`config.mk`:
```
export PLATFORM = sky130hd
export DESIGN_NAME = uart_rx_fifo
export DESIGN_NICKNAME = d
export VERILOG_FILES = /design/src/rtl/uart_rx_fifo.sv
export SDC_FILE = /design/constraint.sdc
export NUM_CORES = 1
export LEC_CHECK = 0
export ABC_CLOCK_PERIOD_IN_PS = 2600
export CAP_MARGIN = 20
export CORE_AREA = 4 4 165 151
export CTS_CLUSTER_DIAMETER = 120
export CTS_CLUSTER_SIZE = 40
export DETAILED_ROUTE_END_ITERATION = 16
export DIE_AREA = 0 0 169 155
export PLACE_DENSITY = 0.53
export SYNTH_ARGS = -nofsm -noshare
export SYNTH_HDL_FRONTEND = slang
export SYNTH_SLANG_ARGS = --single-unit
```
`constraint.sdc`:
```
create_clock -name clk25 -period 2.6 [get_ports clk25]
set_input_delay 0.78 -clock clk25 [delete_from_list [all_inputs] [get_ports clk25]]
set_output_delay 0.78 -clock clk25 [all_outputs]
set_load 0.03 [all_outputs]
```
`src/rtl/uart_rx_fifo.sv`:
```
// uart_rx_fifo
// Serial receive front end. The asynchronous rx pin is synchronised into the
// clk25 domain, 8N1 frames are deserialised LSB-first, and good bytes are
// queued in a first-word-fall-through FIFO that the CPU side drains one byte
// per rd strobe. Framing errors and overruns are sticky until clr_err.
//
// Ports
//   clk25     in   system clock (only clock)
//   rst       in   synchronous active-high reset
//   rx        in   raw UART line, asynchronous, idles high
//   rd        in   pop strobe
//   clr_err   in   clears overrun and frame_err
//   data      out  FIFO head byte, meaningful only while ready = 1
//   ready     out  FIFO not empty
//   count     out  FIFO occupancy, DEPTH_LOG2+1 bits
//   overrun   out  sticky: good byte arrived while FIFO full
//   frame_err out  sticky: stop bit sampled low
//
// Read handshake: ready is the valid of the head byte; a byte is consumed on
// every clock edge where rd and ready are both 1. rd with ready = 0 is ignored.
module uart_rx_fifo #(
    parameter int unsigned CLK_HZ     = 25175000,
    parameter int unsigned BAUD       = 115200,
    parameter int unsigned DEPTH_LOG2 = 4
) (
    input  logic                  clk25,
    input  logic                  rst,
    input  logic                  rx,
    input  logic                  rd,
    input  logic                  clr_err,
    output logic [7:0]            data,
    output logic                  ready,
    output logic [DEPTH_LOG2:0]   count,
    output logic                  overrun,
    output logic                  frame_err
);

    localparam int unsigned DIV   = (CLK_HZ + BAUD / 2) / BAUD;
    localparam int unsigned TW    = (DIV > 1) ? $clog2(DIV) : 1;
    localparam int unsigned DEPTH = 1 << DEPTH_LOG2;
    localparam int unsigned CW    = DEPTH_LOG2 + 1;

    localparam logic [TW-1:0] TICK_BIT  = TW'(DIV - 1);
    localparam logic [TW-1:0] TICK_HALF = TW'(DIV / 2 - 1);

    typedef enum logic [1:0] {
        IDLE  = 2'd0,
        START = 2'd1,
        DATA  = 2'd2,
        STOP  = 2'd3
    } state_e;

    // ------------------------------------------------------------------
    // Synchroniser. All stages reset high so the line looks idle and no
    // falling edge can be manufactured by reset itself.
    // ------------------------------------------------------------------
    logic sync1_q;
    logic rxs_q;
    logic rxp_q;

    always_ff @(posedge clk25) begin
        if (rst) begin
            sync1_q <= 1'b1;
            rxs_q   <= 1'b1;
            rxp_q   <= 1'b1;
        end else begin
            sync1_q <= rx;
            rxs_q   <= sync1_q;
            rxp_q   <= rxs_q;
        end
    end

    // ------------------------------------------------------------------
    // Receive FSM
    // ------------------------------------------------------------------
    state_e         state_q, state_d;
    logic [TW-1:0]  tick_q, tick_d;
    logic [2:0]     bitn_q, bitn_d;
    logic [7:0]     shift_q, shift_d;
    logic           push;
    logic           frame_set;

    always_ff @(posedge clk25) begin
        if (rst) begin
            state_q <= IDLE;
            tick_q  <= '0;
            bitn_q  <= '0;
            shift_q <= '0;
        end else begin
            state_q <= state_d;
            tick_q  <= tick_d;
            bitn_q  <= bitn_d;
            shift_q <= shift_d;
        end
    end

    always_comb begin
        state_d   = state_q;
        tick_d    = tick_q;
        bitn_d    = bitn_q;
        shift_d   = shift_q;
        push      = 1'b0;
        frame_set = 1'b0;

        case (state_q)
            IDLE: begin
                // Only a 1->0 transition starts a frame, so a held-low
                // break cannot retrigger reception.
                if (rxp_q && !rxs_q) begin
                    state_d = START;
                    tick_d  = TICK_HALF;
                    bitn_d  = '0;
                end
            end
            START: begin
                if (tick_q == '0) begin
                    bitn_d = '0;
                    if (rxs_q) begin
                        state_d = IDLE;
                        tick_d  = '0;
                    end else begin
                        state_d = DATA;
                        tick_d  = TICK_BIT;
                    end
                end else begin
                    tick_d = tick_q - TW'(1);
                end
            end
            DATA: begin
                if (tick_q == '0) begin
                    shift_d = {rxs_q, shift_q[7:1]};
                    tick_d  = TICK_BIT;
                    if (bitn_q == 3'd7) begin
                        state_d = STOP;
                        bitn_d  = '0;
                    end else begin
                        bitn_d = bitn_q + 3'd1;
                    end
                end else begin
                    tick_d = tick_q - TW'(1);
                end
            end
            STOP: begin
                if (tick_q == '0) begin
                    if (rxs_q) begin
                        push = 1'b1;
                    end else begin
                        frame_set = 1'b1;
                    end
                    state_d = IDLE;
                    tick_d  = '0;
                    bitn_d  = '0;
                end else begin
                    tick_d = tick_q - TW'(1);
                end
            end
            default: begin
                state_d = IDLE;
                tick_d  = '0;
                bitn_d  = '0;
            end
        endcase
    end

    // ------------------------------------------------------------------
    // FIFO
    // ------------------------------------------------------------------
    logic [7:0]            mem [DEPTH];
    logic [DEPTH_LOG2-1:0] wp_q, rp_q;
    logic [CW-1:0]         count_q;
    logic                  overrun_q, frame_err_q;
    logic                  pop, full, wr_en, overrun_set;

    assign pop  = rd && (count_q != '0);
    assign full = (count_q == CW'(DEPTH));
    // A simultaneous pop frees the head slot, so a push into a full FIFO
    // still lands when it coincides with a read.
    assign wr_en       = push && (!full || pop);
    assign overrun_set = push && full && !pop;

    always_ff @(posedge clk25) begin
        if (!rst && wr_en) begin
            mem[wp_q] <= shift_q;
        end
    end

    always_ff @(posedge clk25) begin
        if (rst) begin
            wp_q    <= '0;
            rp_q    <= '0;
            count_q <= '0;
        end else begin
            if (wr_en) begin
                wp_q <= wp_q + DEPTH_LOG2'(1);
            end
            if (pop) begin
                rp_q <= rp_q + DEPTH_LOG2'(1);
            end
            case ({wr_en, pop})
                2'b10:   count_q <= count_q + CW'(1);
                2'b01:   count_q <= count_q - CW'(1);
                default: count_q <= count_q;
            endcase
        end
    end

    // Sticky flags: a set event in the same cycle as clr_err wins.
    always_ff @(posedge clk25) begin
        if (rst) begin
            overrun_q   <= 1'b0;
            frame_err_q <= 1'b0;
        end else begin
            overrun_q   <= overrun_set | (overrun_q & ~clr_err);
            frame_err_q <= frame_set | (frame_err_q & ~clr_err);
        end
    end

    assign data      = mem[rp_q];
    assign ready     = (count_q != '0);
    assign count     = count_q;
    assign overrun   = overrun_q;
    assign frame_err = frame_err_q;

endmodule

```
==> results.md, run 1 <==
| Metric | Value | Unit |
| --- | --- | --- |
| Design internal power | 4.844 | mW |
| Starting DRT DRC Count | 357 | - |
| Worst path arrival time | 2270 | ps |
| Clock share of power | 0.404 | - |
| Net count, final | 533 | - |
| Net switching power figure | 1.573 | mW |
| Ys Warns | 0 | - |
| Element type at the critical path start | register | - |
| Total negative setup slack | -3044 | ps |
| Number of synthesized register bits | 171 | - |
| Synth top area share | 0.5567 | - |
| Antenna-violating nets left | 0 | - |
| Share of total power consumed by net switching | 0.2452 | - |
| Vert. Die Dim | 155 | um |
| Antenna violations before repair | 1 | - |
| CP endpoint kind | output port | - |
| Depth of the worst hold-timing path | 1 | - |
| Worst slew margin relative to its limit | 0.5894 | - |
| Power density over the cells | 725.4 | nW/um^2 |
| Top flip-flop cell by instance count after synthesis | sky130_fd_sc_hd__edfxtp_1 | - |
| First-pass iteration count of the detailed router | 5 | - |
| Unique cell type count in the Yosys netlist | 46 | - |
| Share of post-route cells with drive strength above 1 | 0.3201 | - |
| Setup Slack @ Placement | -343.0 | ps |
| Worst r2r path cells | 9 | - |
| Number of buffers inserted for hold repair after clock tree synthesis | 0 | - |
| Transition time at the pin with the least slew margin | 615.1 | ps |
| Type of the worst setup path | reg2out | - |
| Post-Syn Nets | 444 | - |
| Pin count of the biggest net entering global routing | 32 | - |
| Number of buffer cells added on primary ports | 20 | - |
| Total chip power | 6.417 | mW |
| Outcome | finished with violations | - |
| Final worst clock skew | 12.57 | ps |
| GRT overflow | 0 | - |
| Worst path setup slack after routing | -445.6 | ps |
| CTS clk-pin slew, worst paths | 70 | ps |
| RSZ-0062 raised after global routing | yes | - |
| First-pass GRT wire length | 23.71 | mm |
| RePlAce Congestion | 0.7862 | - |
| Post-synth design cell area | 6904 | um^2 |
| Peak fanout along the critical path | 6 | - |
| Failing checks | negative setup slack | - |
| Fin. max-slew vios | 0 | - |
| Sequential element share of the synthesized area | 0.6814 | - |
| Number of global-route vias before repair | 4090 | - |
| Row cnt | 53 | - |
| Layout overhead on the synthesized area | 28.13 | % |
| Synth async-reset ratio | 0 | - |
| End-of-flow core utilization | 0.3822 | - |
| Via-per-instance ratio | 4.731 | - |
| Cell types occupying the most area after synthesis | sky130_fd_sc_hd__edfxtp_1, sky130_fd_sc_hd__mux4_2, sky130_fd_sc_hd__dfxtp_1, sky130_fd_sc_hd__ha_1, sky130_fd_sc_hd__a21oi_1 | - |
| Mean routed wirelength per cell | 18.51 | um |
| Fmax achieved | 328.3 | MHz |
| Diodes inserted | 0 | - |
| Cell at the root of the clock tree | sky130_fd_sc_hd__clkbuf_16 | - |
| Count of pins on the block boundary | 21 | - |
| Number of enable-type register cells in the synthesized netlist | 128 | - |
| Maximum buffer depth of the clock tree | 2 | - |
| Final period utilization | 1.171 | - |
| Clock tree from TritonCTS | yes | - |
| Post-synthesis instance total | 426 | - |
| Leakage | 3.099 | nW |
| Sequential share of power | 0.463 | - |
| Total CTS buffers | 17 | - |
| Worst reg2reg startpoint | tick_q[2]$_SDFFE_PP0P_ | - |
| Placeable core region | 23140 | um^2 |
| Number of vias after detailed routing | 3927 | - |
| Die Outline Area | 26200 | um^2 |
| Class of the tightest hold or removal check | reg2reg | - |
| R2R Path End | count[4]$_SDFFE_PP0P_ | - |
| Endpoints failing hold | 0 | - |
| Worst vdd rail ir drop | 0.4156 | mV |
| Clk_lat worst skew | 430 | ps |
| Post-DP HPWL | 9.962 | mm |
| TritonCTS sink count | 171 | - |
| Register-to-register setup slack | 130 | ps |
| Required time of the worst setup path | 1820 | ps |
| DRC viols | 0 | - |
| Launch point of the worst hold path | sync1_q$_SDFF_PP1_ | - |
| Overall fraction of global-route tracks in use | 0.1198 | - |
| Hold endpoint | rxs_q$_SDFF_PP1_ | - |
| Final wirelength | 15.37 | mm |
| Average cell area after synthesis | 16.21 | um^2 |
| Tmin final | 3046 | ps |
| Max-cap viol count | 0 | - |
| Final setup violation count | 8 | - |
| Starting Density | 0.2983 | - |
| H-tree depth reported by CTS | 4 | - |
| Logic pwr share | 0.133 | - |
| Biggest area consumer among synthesized cells | sky130_fd_sc_hd__edfxtp_1 | - |
| Overall die width | 169 | um |
## layer usage
metal / part of all wire / track usage / vias up
met3: 0.056 / 0.03100 / 9
met5: 0.00052 / 0 / -
met1: 0.46 / 0.1709 / 1981
li1: - / - / 1833
met4: 0.0075 / 0.02606 / 2
met2: 0.48 / 0.1861 / 102
## per-stage QoR
stage	hold slack (ps)	area (um^2)	std cells
CTS	418.7	8778	828
global placement	393.9	8078	793
floorplan	389.5	6949	426
finish	417.3	8846	830
global route	433.9	8846	830
detailed placement	401.2	8078	793
## layout make-up
type | count | area [um^2]
clock inverter | 15 | 181.4
clock buffer | 17 | 425.4
tap | 302 | 377.9
timing repair buffer | 88 | 974.7
inverter | 7 | 26.28
fill | 2100 | 14300
multi-input combinational | 230 | 2150
sequential | 171 | 4711
## sequential cells by signal (all words and copies together) (netlist names), named ones only
| register | flops |
|---|---|
| frame_err | 1 |
| tick_q | 8 |
| sync1_q | 1 |
| wp_q | 4 |
| count | 5 |
| rp_q | 4 |
| rxp_q | 1 |
| state_q | 1 |
| mem | 128 |
| shift_q | 8 |
| bitn_q | 3 |
| overrun | 1 |
| rxs_q | 1 |
## cell usage in the layout, fill, tap and decap left out, types with 2 or more instances in the layout
cell and instances:
sky130_fd_sc_hd__a21o_1 3, sky130_fd_sc_hd__a21oi_1 28, sky130_fd_sc_hd__and3_1 16, sky130_fd_sc_hd__buf_12 16, sky130_fd_sc_hd__buf_16 2, sky130_fd_sc_hd__buf_4 47, sky130_fd_sc_hd__buf_6 10, sky130_fd_sc_hd__bufinv_16 2
sky130_fd_sc_hd__clkbuf_16 17, sky130_fd_sc_hd__clkdlybuf4s50_1 11, sky130_fd_sc_hd__clkinv_1 2, sky130_fd_sc_hd__clkinv_4 2, sky130_fd_sc_hd__dfxtp_1 40, sky130_fd_sc_hd__dfxtp_2 2, sky130_fd_sc_hd__edfxtp_1 128, sky130_fd_sc_hd__ha_1 11
sky130_fd_sc_hd__inv_1 7, sky130_fd_sc_hd__inv_6 4, sky130_fd_sc_hd__inv_8 4, sky130_fd_sc_hd__mux2i_1 5, sky130_fd_sc_hd__mux4_2 40, sky130_fd_sc_hd__nand2_1 31, sky130_fd_sc_hd__nand3_1 9, sky130_fd_sc_hd__nand3b_1 2
sky130_fd_sc_hd__nor2_1 25, sky130_fd_sc_hd__nor2b_1 7, sky130_fd_sc_hd__nor3_1 2, sky130_fd_sc_hd__o21a_1 2, sky130_fd_sc_hd__o21ai_0 6, sky130_fd_sc_hd__or2_2 4, sky130_fd_sc_hd__or4_4 2, sky130_fd_sc_hd__xnor2_1 4
sky130_fd_sc_hd__xor2_1 5
## power by group through the flow
stage,sequential (mW),clock (mW),combinational (mW)
after floorplan,3.04,0,0.489
after detailed placement,3.03,0,0.763
final,2.97,2.60,0.852
after global routing,2.97,2.76,0.919
after CTS,2.97,2.65,0.827
after global placement,3.03,0,0.749
## how the worst max path moves through the flow
stage | from | end | slack, ps | cells past startpoint
floorplan | tick_q[2]$_SDFFE_PP0P_ | count[4]$_SDFFE_PP0P_ | 30 | 10
global placement | rd | count[4]$_SDFFE_PP0P_ | -350 | 9
detailed placement | register | data[5] | -340 | 4
CTS | register | data[2] | -480 | 5
global route | register | data[4] | -500 | 5
finish | register | data[2] | -450 | 5
## timing repair
action                                  in CTS  in global routing
gates cloned                                 2                  0
endpoints found under the setup margin       9                 24
pin swaps                                    0                  2
resized for setup                           41                 16
endpoints found under the hold margin        0                  0
setup buffers                                1                  2
## logic make-up (layout without fill, tap and decap cells)
family                     after synthesis  count (layout)  share of synthesized area
AOI/OAI and AO/OA                       50              50                    0.04513
xor gates and xnor gates                 9               9                    0.01142
DFF                                    171             171                     0.6814
buffers and inverters                   25             127                    0.01559
muxes                                   47              47                     0.1415
adders and majority gates               13              13                    0.02465
and+or+nand+nor                        111             111                    0.08028
## synthesized netlist by cell type (2+ instances only)
cell type and number:
sky130_fd_sc_hd__a21o_1 3, sky130_fd_sc_hd__and2_1 2, sky130_fd_sc_hd__clkbuf_1 10, sky130_fd_sc_hd__nand2_1 31, sky130_fd_sc_hd__ha_1 12, sky130_fd_sc_hd__nand3b_1 2, sky130_fd_sc_hd__or4_1 2, sky130_fd_sc_hd__xor2_1 5
sky130_fd_sc_hd__nor3_1 3, sky130_fd_sc_hd__nor2b_1 7, sky130_fd_sc_hd__buf_2 5, sky130_fd_sc_hd__inv_1 7, sky130_fd_sc_hd__o21ai_0 7, sky130_fd_sc_hd__mux2i_1 5, sky130_fd_sc_hd__buf_1 2, sky130_fd_sc_hd__dfxtp_1 43
sky130_fd_sc_hd__and3_1 16, sky130_fd_sc_hd__xnor2_1 4, sky130_fd_sc_hd__mux4_2 40, sky130_fd_sc_hd__a21oi_1 29, sky130_fd_sc_hd__edfxtp_1 128, sky130_fd_sc_hd__nand3_1 9, sky130_fd_sc_hd__o21a_1 2, sky130_fd_sc_hd__or2_2 4
sky130_fd_sc_hd__nor2_1 26, sky130_fd_sc_hd__nor4_1 2
## critical path: stages (launching register included)
cell and delay, ps:
sky130_fd_sc_hd__dfxtp_4 380, sky130_fd_sc_hd__buf_8 130, sky130_fd_sc_hd__buf_12 140, sky130_fd_sc_hd__mux4_2 510, sky130_fd_sc_hd__mux4_2 520, sky130_fd_sc_hd__buf_6 160
Note: power is estimated with default switching activity, not from simulation.
==> inputs of run 2 (changes only) <==
--- a/config.mk
+++ b/config.mk
@@ -9,10 +9,10 @@
 export CAP_MARGIN = 20
 export CORE_AREA = 4 4 165 151
 export CTS_CLUSTER_DIAMETER = 120
-export CTS_CLUSTER_SIZE = 40
 export DETAILED_ROUTE_END_ITERATION = 16
 export DIE_AREA = 0 0 169 155
 export PLACE_DENSITY = 0.53
+export RECOVER_POWER = 25
 export SYNTH_ARGS = -nofsm -noshare
 export SYNTH_HDL_FRONTEND = slang
 export SYNTH_SLANG_ARGS = --single-unit
==> results of run 2 <==
Final layout, timing and power as in run 1 (identical DEF).
